**src/rtl/calc_pkg.sv**
```systemverilog
// calc_pkg: shared constants, types and helpers for the calculator mode controller.
// Provides MODE_IDLE, default IR codes, power-state enum and mode-width function.
package calc_pkg;

  localparam int MODE_IDLE = 0;

  localparam logic [31:0] IR_MODE_MASK_DEF = 32'hFFFF_0000;
  localparam logic [31:0] IR_PWR_CODE_DEF  = 32'h1BE4_FD02;

  // Mode 1 in the low word, mode 3 in the high word.
  localparam logic [95:0] IR_MODE_CODES_DEF = {
    32'h8E71_0000,
    32'h36C9_0000,
    32'h16E9_0000
  };

  typedef enum logic {
    PWR_OFF = 1'b0,
    PWR_ON  = 1'b1
  } pwr_e;

  function automatic int mode_w(input int n);
    return (n < 1) ? 1 : $clog2(n + 1);
  endfunction

endpackage

```
**src/rtl/btn_debounce.sv**
```systemverilog
// btn_debounce: 2-FF synchroniser plus DEB_CYCLES stability filter for an active-low button.
// Ports: clk_i, rst_i (async high), btn_ni (raw button), rel_o (one-cycle pulse on debounced release).
module btn_debounce #(
  parameter int DEB_CYCLES = 16
) (
  input  logic clk_i,
  input  logic rst_i,
  input  logic btn_ni,
  output logic rel_o
);

  localparam int CW = $clog2(DEB_CYCLES);

  logic          meta_q;
  logic          sync_q;
  logic          deb_q;
  logic          deb_d;
  logic          rel_q;
  logic          rel_d;
  logic [CW-1:0] cnt_q;
  logic [CW-1:0] cnt_d;

  // Counter tracks consecutive samples disagreeing with the debounced level.
  always_comb begin
    cnt_d = '0;
    deb_d = deb_q;
    rel_d = 1'b0;
    if (sync_q != deb_q) begin
      if (cnt_q == CW'(DEB_CYCLES - 1)) begin
        deb_d = sync_q;
        rel_d = sync_q;
      end else begin
        cnt_d = cnt_q + 1'b1;
      end
    end
  end

  always_ff @(posedge clk_i or posedge rst_i) begin
    if (rst_i) begin
      meta_q <= 1'b1;
      sync_q <= 1'b1;
      deb_q  <= 1'b1;
      rel_q  <= 1'b0;
      cnt_q  <= '0;
    end else begin
      meta_q <= btn_ni;
      sync_q <= meta_q;
      deb_q  <= deb_d;
      rel_q  <= rel_d;
      cnt_q  <= cnt_d;
    end
  end

  assign rel_o = rel_q;

endmodule

```
**src/rtl/calc_mode_ctrl.sv**
```systemverilog
// calc_mode_ctrl: merges N mode buttons, a power button and IR frames into power/mode state.
// Ports: CLK, RST, BTN_MODE, BTN_PWR, IR_VALID, IR_DATA -> POWER, MODE, MODE_ONEHOT, EVT. Option: CALC_AUTO_OFF_EN.
module calc_mode_ctrl
  import calc_pkg::*;
#(
  parameter int                         NUM_MODES     = 3,
  parameter int                         DEB_CYCLES    = 16,
  parameter int                         IR_W          = 32,
  parameter logic [IR_W-1:0]            IR_MODE_MASK  = IR_MODE_MASK_DEF,
  parameter logic [NUM_MODES*IR_W-1:0]  IR_MODE_CODES = IR_MODE_CODES_DEF,
  parameter logic [IR_W-1:0]            IR_PWR_CODE   = IR_PWR_CODE_DEF,
  parameter int                         IDLE_CYCLES   = 2**24
) (
  input  logic                             CLK,
  input  logic                             RST,
  input  logic [NUM_MODES-1:0]             BTN_MODE,
  input  logic                             BTN_PWR,
  input  logic                             IR_VALID,
  input  logic [IR_W-1:0]                  IR_DATA,
  output logic                             POWER,
  output logic [mode_w(NUM_MODES)-1:0]     MODE,
  output logic [NUM_MODES-1:0]             MODE_ONEHOT,
  output logic                             EVT
);

  localparam int MW = mode_w(NUM_MODES);

  logic [NUM_MODES:0]   btn_n;
  logic [NUM_MODES:0]   btn_rel;
  logic [NUM_MODES-1:0] ir_mode;
  logic [NUM_MODES-1:0] mode_ev;
  logic                 ir_pwr;
  logic                 pwr_ev;
  logic                 sel_hit;
  logic [MW-1:0]        sel_idx;
  logic                 accept;

  pwr_e          pwr_q;
  pwr_e          pwr_d;
  logic [MW-1:0] mode_q;
  logic [MW-1:0] mode_d;
  logic          evt_q;
  logic          evt_d;

  assign btn_n = {BTN_PWR, BTN_MODE};

  for (genvar g = 0; g <= NUM_MODES; g++) begin : g_deb
    btn_debounce #(
      .DEB_CYCLES(DEB_CYCLES)
    ) u_deb (
      .clk_i (CLK),
      .rst_i (RST),
      .btn_ni(btn_n[g]),
      .rel_o (btn_rel[g])
    );
  end

  // A frame matching the power code never counts as a mode frame.
  always_comb begin
    ir_pwr = IR_VALID && (IR_DATA == IR_PWR_CODE);
    for (int k = 0; k < NUM_MODES; k++) begin
      ir_mode[k] = IR_VALID && !ir_pwr &&
        ((IR_DATA & IR_MODE_MASK) ==
         (IR_MODE_CODES[k*IR_W +: IR_W] & IR_MODE_MASK));
    end
    mode_ev = btn_rel[NUM_MODES-1:0] | ir_mode;
    pwr_ev  = btn_rel[NUM_MODES] | ir_pwr;
  end

  // Scan downwards so the lowest index ends up selected.
  always_comb begin
    sel_hit = 1'b0;
    sel_idx = '0;
    for (int k = NUM_MODES - 1; k >= 0; k--) begin
      if (mode_ev[k]) begin
        sel_hit = 1'b1;
        sel_idx = MW'(k + 1);
      end
    end
  end

  assign accept = pwr_ev || (sel_hit && (pwr_q == PWR_ON));

`ifdef CALC_AUTO_OFF_EN
  localparam int IW = $clog2(IDLE_CYCLES + 1);

  logic [IW-1:0] idle_q;
  logic [IW-1:0] idle_d;
  logic          idle_to;

  assign idle_to = (pwr_q == PWR_ON) &&
                   (idle_q == IW'(IDLE_CYCLES - 1));

  always_comb begin
    idle_d = '0;
    if ((pwr_q == PWR_ON) && !accept && !idle_to) begin
      idle_d = idle_q + 1'b1;
    end
  end

  always_ff @(posedge CLK or posedge RST) begin
    if (RST) begin
      idle_q <= '0;
    end else begin
      idle_q <= idle_d;
    end
  end
`else
  logic idle_to;
  logic unused_idle;

  assign idle_to     = 1'b0;
  assign unused_idle = ^IDLE_CYCLES;
`endif

  always_comb begin
    pwr_d  = pwr_q;
    mode_d = mode_q;
    if (pwr_ev) begin
      pwr_d  = (pwr_q == PWR_ON) ? PWR_OFF : PWR_ON;
      mode_d = MW'(MODE_IDLE);
    end else if (sel_hit && (pwr_q == PWR_ON)) begin
      mode_d = (mode_q == sel_idx) ? MW'(MODE_IDLE) : sel_idx;
    end else if (idle_to) begin
      pwr_d  = PWR_OFF;
      mode_d = MW'(MODE_IDLE);
    end
    evt_d = (pwr_d != pwr_q) || (mode_d != mode_q);
  end

  always_ff @(posedge CLK or posedge RST) begin
    if (RST) begin
      pwr_q  <= PWR_OFF;
      mode_q <= MW'(MODE_IDLE);
      evt_q  <= 1'b0;
    end else begin
      pwr_q  <= pwr_d;
      mode_q <= mode_d;
      evt_q  <= evt_d;
    end
  end

  always_comb begin
    for (int k = 0; k < NUM_MODES; k++) begin
      MODE_ONEHOT[k] = (mode_q == MW'(k + 1));
    end
  end

  assign POWER = (pwr_q == PWR_ON);
  assign MODE  = mode_q;
  assign EVT   = evt_q;

endmodule

```
**config.mk**
```make
export PLATFORM = sky130hd
export DESIGN_NAME = calc_mode_ctrl
export DESIGN_NICKNAME = d
export VERILOG_FILES = /design/src/rtl/calc_pkg.sv /design/src/rtl/btn_debounce.sv /design/src/rtl/calc_mode_ctrl.sv
export SDC_FILE = /design/constraint.sdc
export NUM_CORES = 1
export LEC_CHECK = 0
export BUFFER_PORTS_ARGS = -buffer_cell sky130_fd_sc_hd__buf_4
export CAP_MARGIN = 20
export CORE_MARGIN = 2
export CORE_UTILIZATION = 51
export CTS_CLUSTER_SIZE = 24
export DETAILED_ROUTE_END_ITERATION = 8
export PLACE_DENSITY = 0.88
export SKIP_LAST_GASP = 1
export SLEW_MARGIN = 10
export SYNTH_ARGS = -nofsm -noshare
export SYNTH_HDL_FRONTEND = slang
export SYNTH_SLANG_ARGS = --single-unit
```
**constraint.sdc**
```tcl
create_clock -name CLK -period 1.7 [get_ports CLK]
set_input_delay 0.17 -clock CLK [delete_from_list [all_inputs] [get_ports CLK]]
set_output_delay 0.17 -clock CLK [all_outputs]
set_load 0.005 [all_outputs]
```
Word level (Yosys, flattened, before mapping):

Index checks and enable logic that the tools add are counted.

* add/sub/neg operators: 4
* multipliers: 0
* div/mod/pow operators: 0
* magnitude comparators: 0
* equal/unequal tests: 18
* shift operators: 0
* mux-type cells: 27
* bitwise operators: 2
* reductions and logical operators: 12

Operators with widths (count)
* $eq A32 B29 Y1 const B: 1
* $mux W4: 8
* $add A4 B1 Y4 const B: 4
* $eq A16 B13 Y1 const B: 1
* $eq A16 B14 Y1 const B: 1
* $eq A16 B16 Y1 const B: 1
* $eq A4 B4 Y1 const B: 4
* $mux W1: 13
* $mux W2: 6
* $reduce_and A2 Y1: 4
* $logic_and A1 B1 Y1: 6
* $ne A1 B1 Y1: 5
* $eq A2 B2 Y1 const B: 2
* $or A3 B3 Y3: 1
* $eq A2 B1 Y1 const B: 1
* $eq A2 B2 Y1: 1
* $ne A2 B2 Y1: 1
* $logic_not A1 Y1: 1
* $logic_or A1 B1 Y1: 1
* $or A1 B1 Y1: 1

* register bits: 36
* latch bits: 0
* memory bits (writable): 0
* memory bits (read-only): 0
* input bits: 39
* output and inout port bits: 7
* logic and storage cells: 86
* memories kept: 0

Logic depth before layout (Yosys ltp):

Gate-level depths: netlist of run 1.

* depth after elaboration: 15
* gate-level depth with buffers: 5
* gate-level depth less buffers: 5

Hierarchy:

Synthesis of run 1 repeated with hierarchy kept, for this count alone.

* cells, all modules: 132
* area, all modules: 1670.4 µm²

By module, submodules not included
* btn_debounce: times used 4, cells an instance 21, area each 310.3 µm², seq. area each 203.9 µm²
* calc_mode_ctrl: times used 1, cells an instance 48, area each 429.2 µm², seq. area each 100.1 µm²

Worst setup path after synthesis of run 1:

Ideal clock, no wire load.

* path kind: input to register
* start: input IR_DATA[19]
* end: register mode_q[0], in the netlist MODE[0]
* setup time: 0.123 ns
* arrival time: 1.372 ns
* required time: 1.577 ns
* path slack: 0.205 ns
* stages: 5
* path buffers: 0
* cell sequence: nand4bb_4 nor4b_4 a31o_4 mux2_1 o221a_1

* word-level cells in the longest chain between the ends: 13
* elaborated cells on any way between the ends: 23
* classes of those cells: eq/ne: 5; mux: 9; bitwise: 2; reduce/logical: 7

Ends and longest elaborated chain
* from (decl): RTL line calc_mode_ctrl.sv:19 `input logic [IR_W-1:0] IR_DATA,`
* $eq A32 B29 Y1: RTL line calc_mode_ctrl.sv:60 `ir_pwr = IR_VALID && (IR_DATA == IR_PWR_CODE);`
* $logic_and A1 B1 Y1: RTL line calc_mode_ctrl.sv:60
* $logic_not A1 Y1: RTL line calc_mode_ctrl.sv:62 `ir_mode[k] = IR_VALID && !ir_pwr &&`
* $logic_and A1 B1 Y1 (2 in series): RTL line calc_mode_ctrl.sv:62
* $or A3 B3 Y3: RTL line calc_mode_ctrl.sv:66 `mode_ev = btn_rel[NUM_MODES-1:0] | ir_mode;`
* $mux W2 (3 in series): RTL line calc_mode_ctrl.sv:75 `if (mode_ev[k]) begin`
* $eq A2 B2 Y1: RTL line calc_mode_ctrl.sv:123 `mode_d = (mode_q == sel_idx) ? MW'(MODE_IDLE) : sel_idx;`
* $mux W2: RTL line calc_mode_ctrl.sv:123
* $mux W2: RTL line calc_mode_ctrl.sv:122 `end else if (sel_hit && (pwr_q == PWR_ON)) begin`
* $mux W2 (*): RTL line calc_mode_ctrl.sv:119 `if (pwr_ev) begin`
* via mode_d[0]: RTL line calc_mode_ctrl.sv:41 `logic [MW-1:0] mode_d;`
* to (signal assigned): RTL line calc_mode_ctrl.sv:134 `mode_q <= MW'(MODE_IDLE);`
* to (signal assigned): RTL line calc_mode_ctrl.sv:138 `mode_q <= mode_d;`
* to (decl): RTL line calc_mode_ctrl.sv:40 `logic [MW-1:0] mode_q;`

Mark *: on every way through the listed nets, which the timed path passes. The rest lies on a longest branch.
A chain may end at the register's enable or synchronous reset.

Final worst setup path of run 1:

* start: register mode_q[1], in the netlist MODE[1]
* end: register mode_q[0], in the netlist MODE[0]

* word-level cells in the longest chain between the ends: 4

Ends and longest elaborated chain (RTL line)
* $eq A2 B2 Y1: calc_mode_ctrl.sv:123
* $mux W2: calc_mode_ctrl.sv:123
* $mux W2: calc_mode_ctrl.sv:122
* $mux W2: calc_mode_ctrl.sv:119
* via mode_d[0]: calc_mode_ctrl.sv:41

The timed path passes the listed nets, and every way through them passes these cells.

==> impl_metrics.ini, run 1 <==
[clock_tree]
cts_buffers = 5
root_buffer = clkbuf_4
worstSkewPairLatency_ns = 0.33
htreeDepth = 2
cts_sinks = 36
cts_tree = yes
clkTransAtPathRegs_ns = 0.10
cts_resized = 0
cts_setup_buffers = 0
clock_path_buffers = 2

[floorplanning]
initial_core_util_pct = 52.1
die_w_microns = 61.9
io_pins = 46
die_h_microns = 61.9
rows = 21
die_area_sq_um = 3840
core_sq_um = 3280

[timing]
max_freq_ghz = 0.730
fin_ws_ns = 0.330
rsz0062_at_grt = false
fin_crit_sh_pct = 80.6
tightest_slew_ns = 0.436
slew_violations = 0
fin_hold_ws_ns = 0.314
finalSetupViolCount = 0
slew_headroom_pct = 70.9
final_hold_viol_count = 0
skew_ns = 0.00414
min_period_ns = 1.37

[min_path]
hold_class = primary input to register
min_path_cells = 4
holdPathEnd = MODE[1]$_DFF_PP0_
worstHoldStart = IR_DATA[21]

[power]
ir_drop_v = 0.000634
p_per_area_nw_per_um2 = 749
power_leakage_nw = 1.01
p_total_mw = 1.69

[drt]
via_per_inst = 5.29
drc_errors = 0
vias = 1259
wl_per_cell_microns = 14.9
routed_wl_microns = 3550
postRouteAntennaNets = 0
first_pass_iters = 4
drt_iter0_markers = 21

[yosys]
syn_area_sq_um = 1710
synthCells = 132
async_flop_share_pct = 100
synth.yosys.seq_area_share_pct = 53.5
synth_ff_type = dfrtp_1
ys_types = 38
synth_edf_count = 0
synth_area_per_cell_sq_um = 13.0
ys_seq_elements = 36
yosys_warnings = 0
syn_nets = 175

[grt]
track_usage_pct = 19.6
grt_pass1_vias = 1323
grt_max_degree = 37
grt_pass1_wl_microns = 5270
grt_overflow_total = 0
grt_antenna_before_repair = 0

[critical_path]
crit_family = flip-flops
reg2reg_slack_ns = 0.33
slowest_delay_ns = 0.46
worstSetupPathType = register to register
r2r_end = MODE[0]$_DFF_PP0_
worstPathBufferInverterCount = 0
worst-path-max-fanout = 7
endpoint_kind = register
slowest_stage = dfrtp_1
crit_cells = 4
cp_cell_sequence = and2_2, nand2_1, mux2_1, o221a_1
startpoint_type = register
worstRegToRegCells = 4
required_ns = 1.93
crit_arrival_ns = 1.60
r2r-start = MODE[1]$_DFF_PP0_

[finish]
area_growth_pct = 31.6
n_antenna_cell = 0
layout_commonest_cell = buf_4
drive_above_1_share_pct = 42.7
final_cell_mix = buf_4, dfrtp_1, dfstp_2
final_util_pct = 68.6
nets = 234

[run]
drv_cap = 0

[outcome]
outcome = finished, final reports clean

[placement]
place.gp.congestion = 0.749
place_worst_setup_slack_ns = -0.000449
dpl.hpwl_microns = 2750
io_buffers = 45
==> area by class of cell <==
type | count | area (sq um)
well taps | 46 | 57.6
clock inverters | 3 | 42.5
clock buffers | 5 | 37.5
inverters | 6 | 22.5
multi-input cells | 90 | 773
repair buffers | 52 | 403
flip-flops and latches | 36 | 916
fillers | 250 | 1030
==> cells by family after synthesis <==
group / share of synthesized area, %
fa+ha+maj: 2.92
compound gates: 9.87
mux: 4.46
flops: 53.5
xor+xnor: 4.61
buf+inv: 1.32
simple gates: 23.3
==> flip-flops by register name (all words and copies together) (netlist names) <==
name,flops
EVT,1
MODE,2
POWER,1
g_deb.u_deb.cnt_q,16
g_deb.u_deb.deb_q,4
g_deb.u_deb.meta_q,4
g_deb.u_deb.rel_o,4
g_deb.u_deb.sync_q,4
==> metal layers <==
| metal | vias to the layer above | wire, microns | global-route usage [%] |
|---|---|---|---|
| li1 | 608 | - | - |
| met1 | 595 | 1270 | 18.0 |
| met2 | 50 | 1910 | 37.9 |
| met3 | 6 | 300 | 6.83 |
| met4 | 0 | 67 | 9.12 |
| met5 | - | 0 | 0 |
==> stage by stage <==
stage | setup TNS [ns] | std cells | area [sq um]
3_5_place_dp | -0.000449 | 225 | 2120
5_1_grt | 0 | 238 | 2250
4_1_cts | 0 | 238 | 2250
3_3_place_gp | 0 | 225 | 2120
2_1_floorplan | 0 | 132 | 1710
6_report | 0 | 238 | 2250
==> timing repair <==
action,4_1_cts,5_1_grt
endpoints found under the setup margin,0,0
hold endpoints to repair,28,0
hold buffers,5,0
==> Yosys cell counts, types with 2 or more instances <==
master | count | area, sq um
nor2_1 | 5 | 18.8
dfstp_2 | 12 | 315
nand2_1 | 2 | 7.51
a21oi_1 | 9 | 45.0
mux2_2 | 4 | 45.0
nor2b_1 | 6 | 37.5
dfrtp_1 | 24 | 601
o21ai_0 | 4 | 20.0
and4b_1 | 2 | 20.0
nor3b_1 | 10 | 75.1
and4bb_1 | 3 | 37.5
ha_1 | 4 | 50.1
xnor2_1 | 9 | 78.8
inv_1 | 6 | 22.5
nand3_1 | 4 | 20.0
mux2i_1 | 2 | 20.0
nand4b_1 | 4 | 35.0
nor4b_1 | 2 | 17.5
==> worst max-delay path by stage <==
stage / start / end / slack (ns)
final: MODE[1]$_DFF_PP0_ / MODE[0]$_DFF_PP0_ / 0.33
after global routing: MODE[0]$_DFF_PP0_ / MODE[0]$_DFF_PP0_ / 0.28
after CTS: MODE[0]$_DFF_PP0_ / MODE[0]$_DFF_PP0_ / 0.33
after floorplan: IR_DATA[19] / MODE[0]$_DFF_PP0_ / 0.21
after detailed placement: IR_DATA[19] / MODE[0]$_DFF_PP0_ / -0.0004
after global placement: IR_DATA[19] / MODE[0]$_DFF_PP0_ / 0.08
==> power breakdown <==
part           switching [mW]  internal (mW)  total [mW]
clock                   0.273          0.307       0.580
combinational          0.0695          0.110       0.180
sequential             0.0309          0.897       0.928
total                   0.373           1.31        1.69
==> tightest hold or removal path, cell delays in order <==
cell and delay [ns]:
buf_4 0.09, nor3b_1 0.05, a21oi_2 0.21, a211oi_2 0.10
Note: power is estimated with default switching activity, not from simulation.
==> run 2: changes to the inputs <==
--- a/config.mk
+++ b/config.mk
@@ -8,10 +8,10 @@
 export BUFFER_PORTS_ARGS = -buffer_cell sky130_fd_sc_hd__buf_4
 export CAP_MARGIN = 20
 export CORE_MARGIN = 2
-export CORE_UTILIZATION = 51
+export CORE_UTILIZATION = 46
 export CTS_CLUSTER_SIZE = 24
 export DETAILED_ROUTE_END_ITERATION = 8
-export PLACE_DENSITY = 0.88
+export PLACE_DENSITY = 0.84
 export SKIP_LAST_GASP = 1
 export SLEW_MARGIN = 10
 export SYNTH_ARGS = -nofsm -noshare
==> constraint.sdc (replaced) <==
create_clock -name CLK -period 1.2 [get_ports CLK]
set_input_delay 0.12 -clock CLK [delete_from_list [all_inputs] [get_ports CLK]]
set_output_delay 0.12 -clock CLK [all_outputs]
set_load 0.005 [all_outputs]
==> run 2 against run 1 <==
Against the previous run: largest cell class unchanged; highest routed layer unchanged; critical path depth grew 2; via count up 12%; sequential power up 41%; the run now ends with setup timing left; final cell count increased by 12%; worst setup slack lost 0.54 ns; register-to-register slack worse by 0.49 ns; critical endpoint unchanged.
==> impl_metrics.ini, run 2 (synthesis results as in run 1) <==
[outcome]
outcome = complete, but fails checks
violations = setup timing

[clock_tree]
cts_sinks = 36
worstSkewPairLatency_ns = 0.28
cts_tree = yes
clkTransAtPathRegs_ns = 0.07
root_buffer = clkbuf_8
cts_buffers = 5
clock_path_buffers = 2
htreeDepth = 2

[critical_path]
worstSetupPathType = primary input to register
slowest_delay_ns = 0.35
worst-path-max-fanout = 2
reg2reg_slack_ns = -0.16
endpoint_kind = register
r2r_end = MODE[0]$_DFF_PP0_
crit_arrival_ns = 1.56
worstRegToRegCells = 4
r2r-start = MODE[0]$_DFF_PP0_
slowest_stage = mux2_2
cp_cell_sequence = buf_4, nand4bb_4, nor4b_4, a31o_4, mux2_2, o221a_1
required_ns = 1.36
startpoint_type = primary input

[drt]
drt_iter0_markers = 61
wl_per_cell_microns = 17.0
via_per_inst = 5.30
vias = 1414
first_pass_iters = 4
routed_wl_microns = 4530
drc_errors = 0
postRouteAntennaNets = 0

[placement]
place.gp.congestion = 0.723
io_buffers = 45
dpl.hpwl_microns = 2910
placed_cells = 245

[grt]
grt_pass1_wl_microns = 6400
grt_overflow_total = 0
track_usage_pct = 20.2
grt_antenna_before_repair = 0
grt_max_degree = 37
grt_pass1_vias = 1495

[timing]
min_period_ns = 1.41
slew_violations = 0
fin_ws_ns = -0.206
fin_crit_sh_pct = 117
max_freq_ghz = 0.711
rsz0062_at_grt = true
tightest_slew_ns = 0.566
finalSetupViolCount = 6
skew_ns = 0.00535
final_hold_viol_count = 0
setup_tns_ns = -0.467
fin_hold_ws_ns = 0.356
slew_headroom_pct = 61.7

[min_path]
hold_class = register to register
min_path_cells = 0
worstHoldStart = g_deb[3].u_deb.meta_q$_DFF_PP1_
holdPathEnd = g_deb[3].u_deb.sync_q$_DFF_PP1_

[floorplanning]
die_h_microns = 65
core_sq_um = 3610
rows = 22
io_pins = 46
die_w_microns = 65
die_area_sq_um = 4230
initial_core_util_pct = 47.5

[finish]
area_growth_pct = 49.5
final_cells = 267
top_register = g_deb.u_deb.cnt_q
final_cell_mix = buf_4, dfrtp_1, dfstp_2
largest_reg_flops = 16
n_antenna_cell = 0
layout_commonest_cell = buf_4
nets = 261
final_util_pct = 71.0
drive_above_1_share_pct = 53.4

[power]
power_leakage_nw = 1.16
ir_drop_v = 0.000812
p_per_area_nw_per_um2 = 966
p_total_mw = 2.47

[run]
drv_cap = 0
run 2: cell type report:
type | count | area [sq um]
Timing Repair Buffer | 79 | 643
Fill cell | 211 | 1050
Sequential cell | 36 | 916
Multi-Input combinational cell | 90 | 827
Clock buffer | 8 | 90.1
Tap cell | 48 | 60.1
Inverter | 6 | 22.5
run 2: stage by stage:
| stage | area (sq um) | worst slack, ns |
|---|---|---|
| floorplan | 1710 | -0.245 |
| global placement | 2260 | -0.364 |
| detailed placement | 2260 | -0.446 |
| CTS | 2460 | -0.176 |
| global route | 2560 | -0.219 |
| finish | 2560 | -0.206 |
run 2: power breakdown:
part	switching, mW	internal (mW)	leakage (nW)
Clock	0.389	0.467	0.0455
Sequential	0.0407	1.27	0.450
Combinational	0.117	0.185	0.664
run 2: what timing repair did:
action                                  CTS  global route
buffers inserted                          6             4
resized for setup                         6            20
endpoints found under the hold margin    28             0
cloned                                    0             0
hold buffers                              5             0
endpoints found under the setup margin    4            11
pin swaps                                 2             5
run 2: how the worst max path moves through the flow:
stage           startpoint                 to
3_5_place_dp   IR_DATA[19]  MODE[0]$_DFF_PP0_
6_report       IR_DATA[19]  MODE[0]$_DFF_PP0_
3_3_place_gp   IR_DATA[19]  MODE[0]$_DFF_PP0_
2_1_floorplan  IR_DATA[19]  MODE[0]$_DFF_PP0_
4_1_cts        IR_DATA[19]  MODE[0]$_DFF_PP0_
5_1_grt        IR_DATA[19]  MODE[0]$_DFF_PP0_
run 2: per-layer routing:
layer	part of all wire, %	vias to the layer above	GRT usage (%)
met3	8.2	19	6.60
met2	50	61	37.6
met4	5.5	0	10.1
met1	37	674	19.7
li1	-	660	-
met5	0	-	0
run 2: worst max-delay path: cells and delay by family:
kind	cells	cell delay (ns)
buffers and inverters	1	0.12
AO/OA/AOI/OAI	2	0.48
AND/OR/NAND/NOR	2	0.50
multiplexers	1	0.35
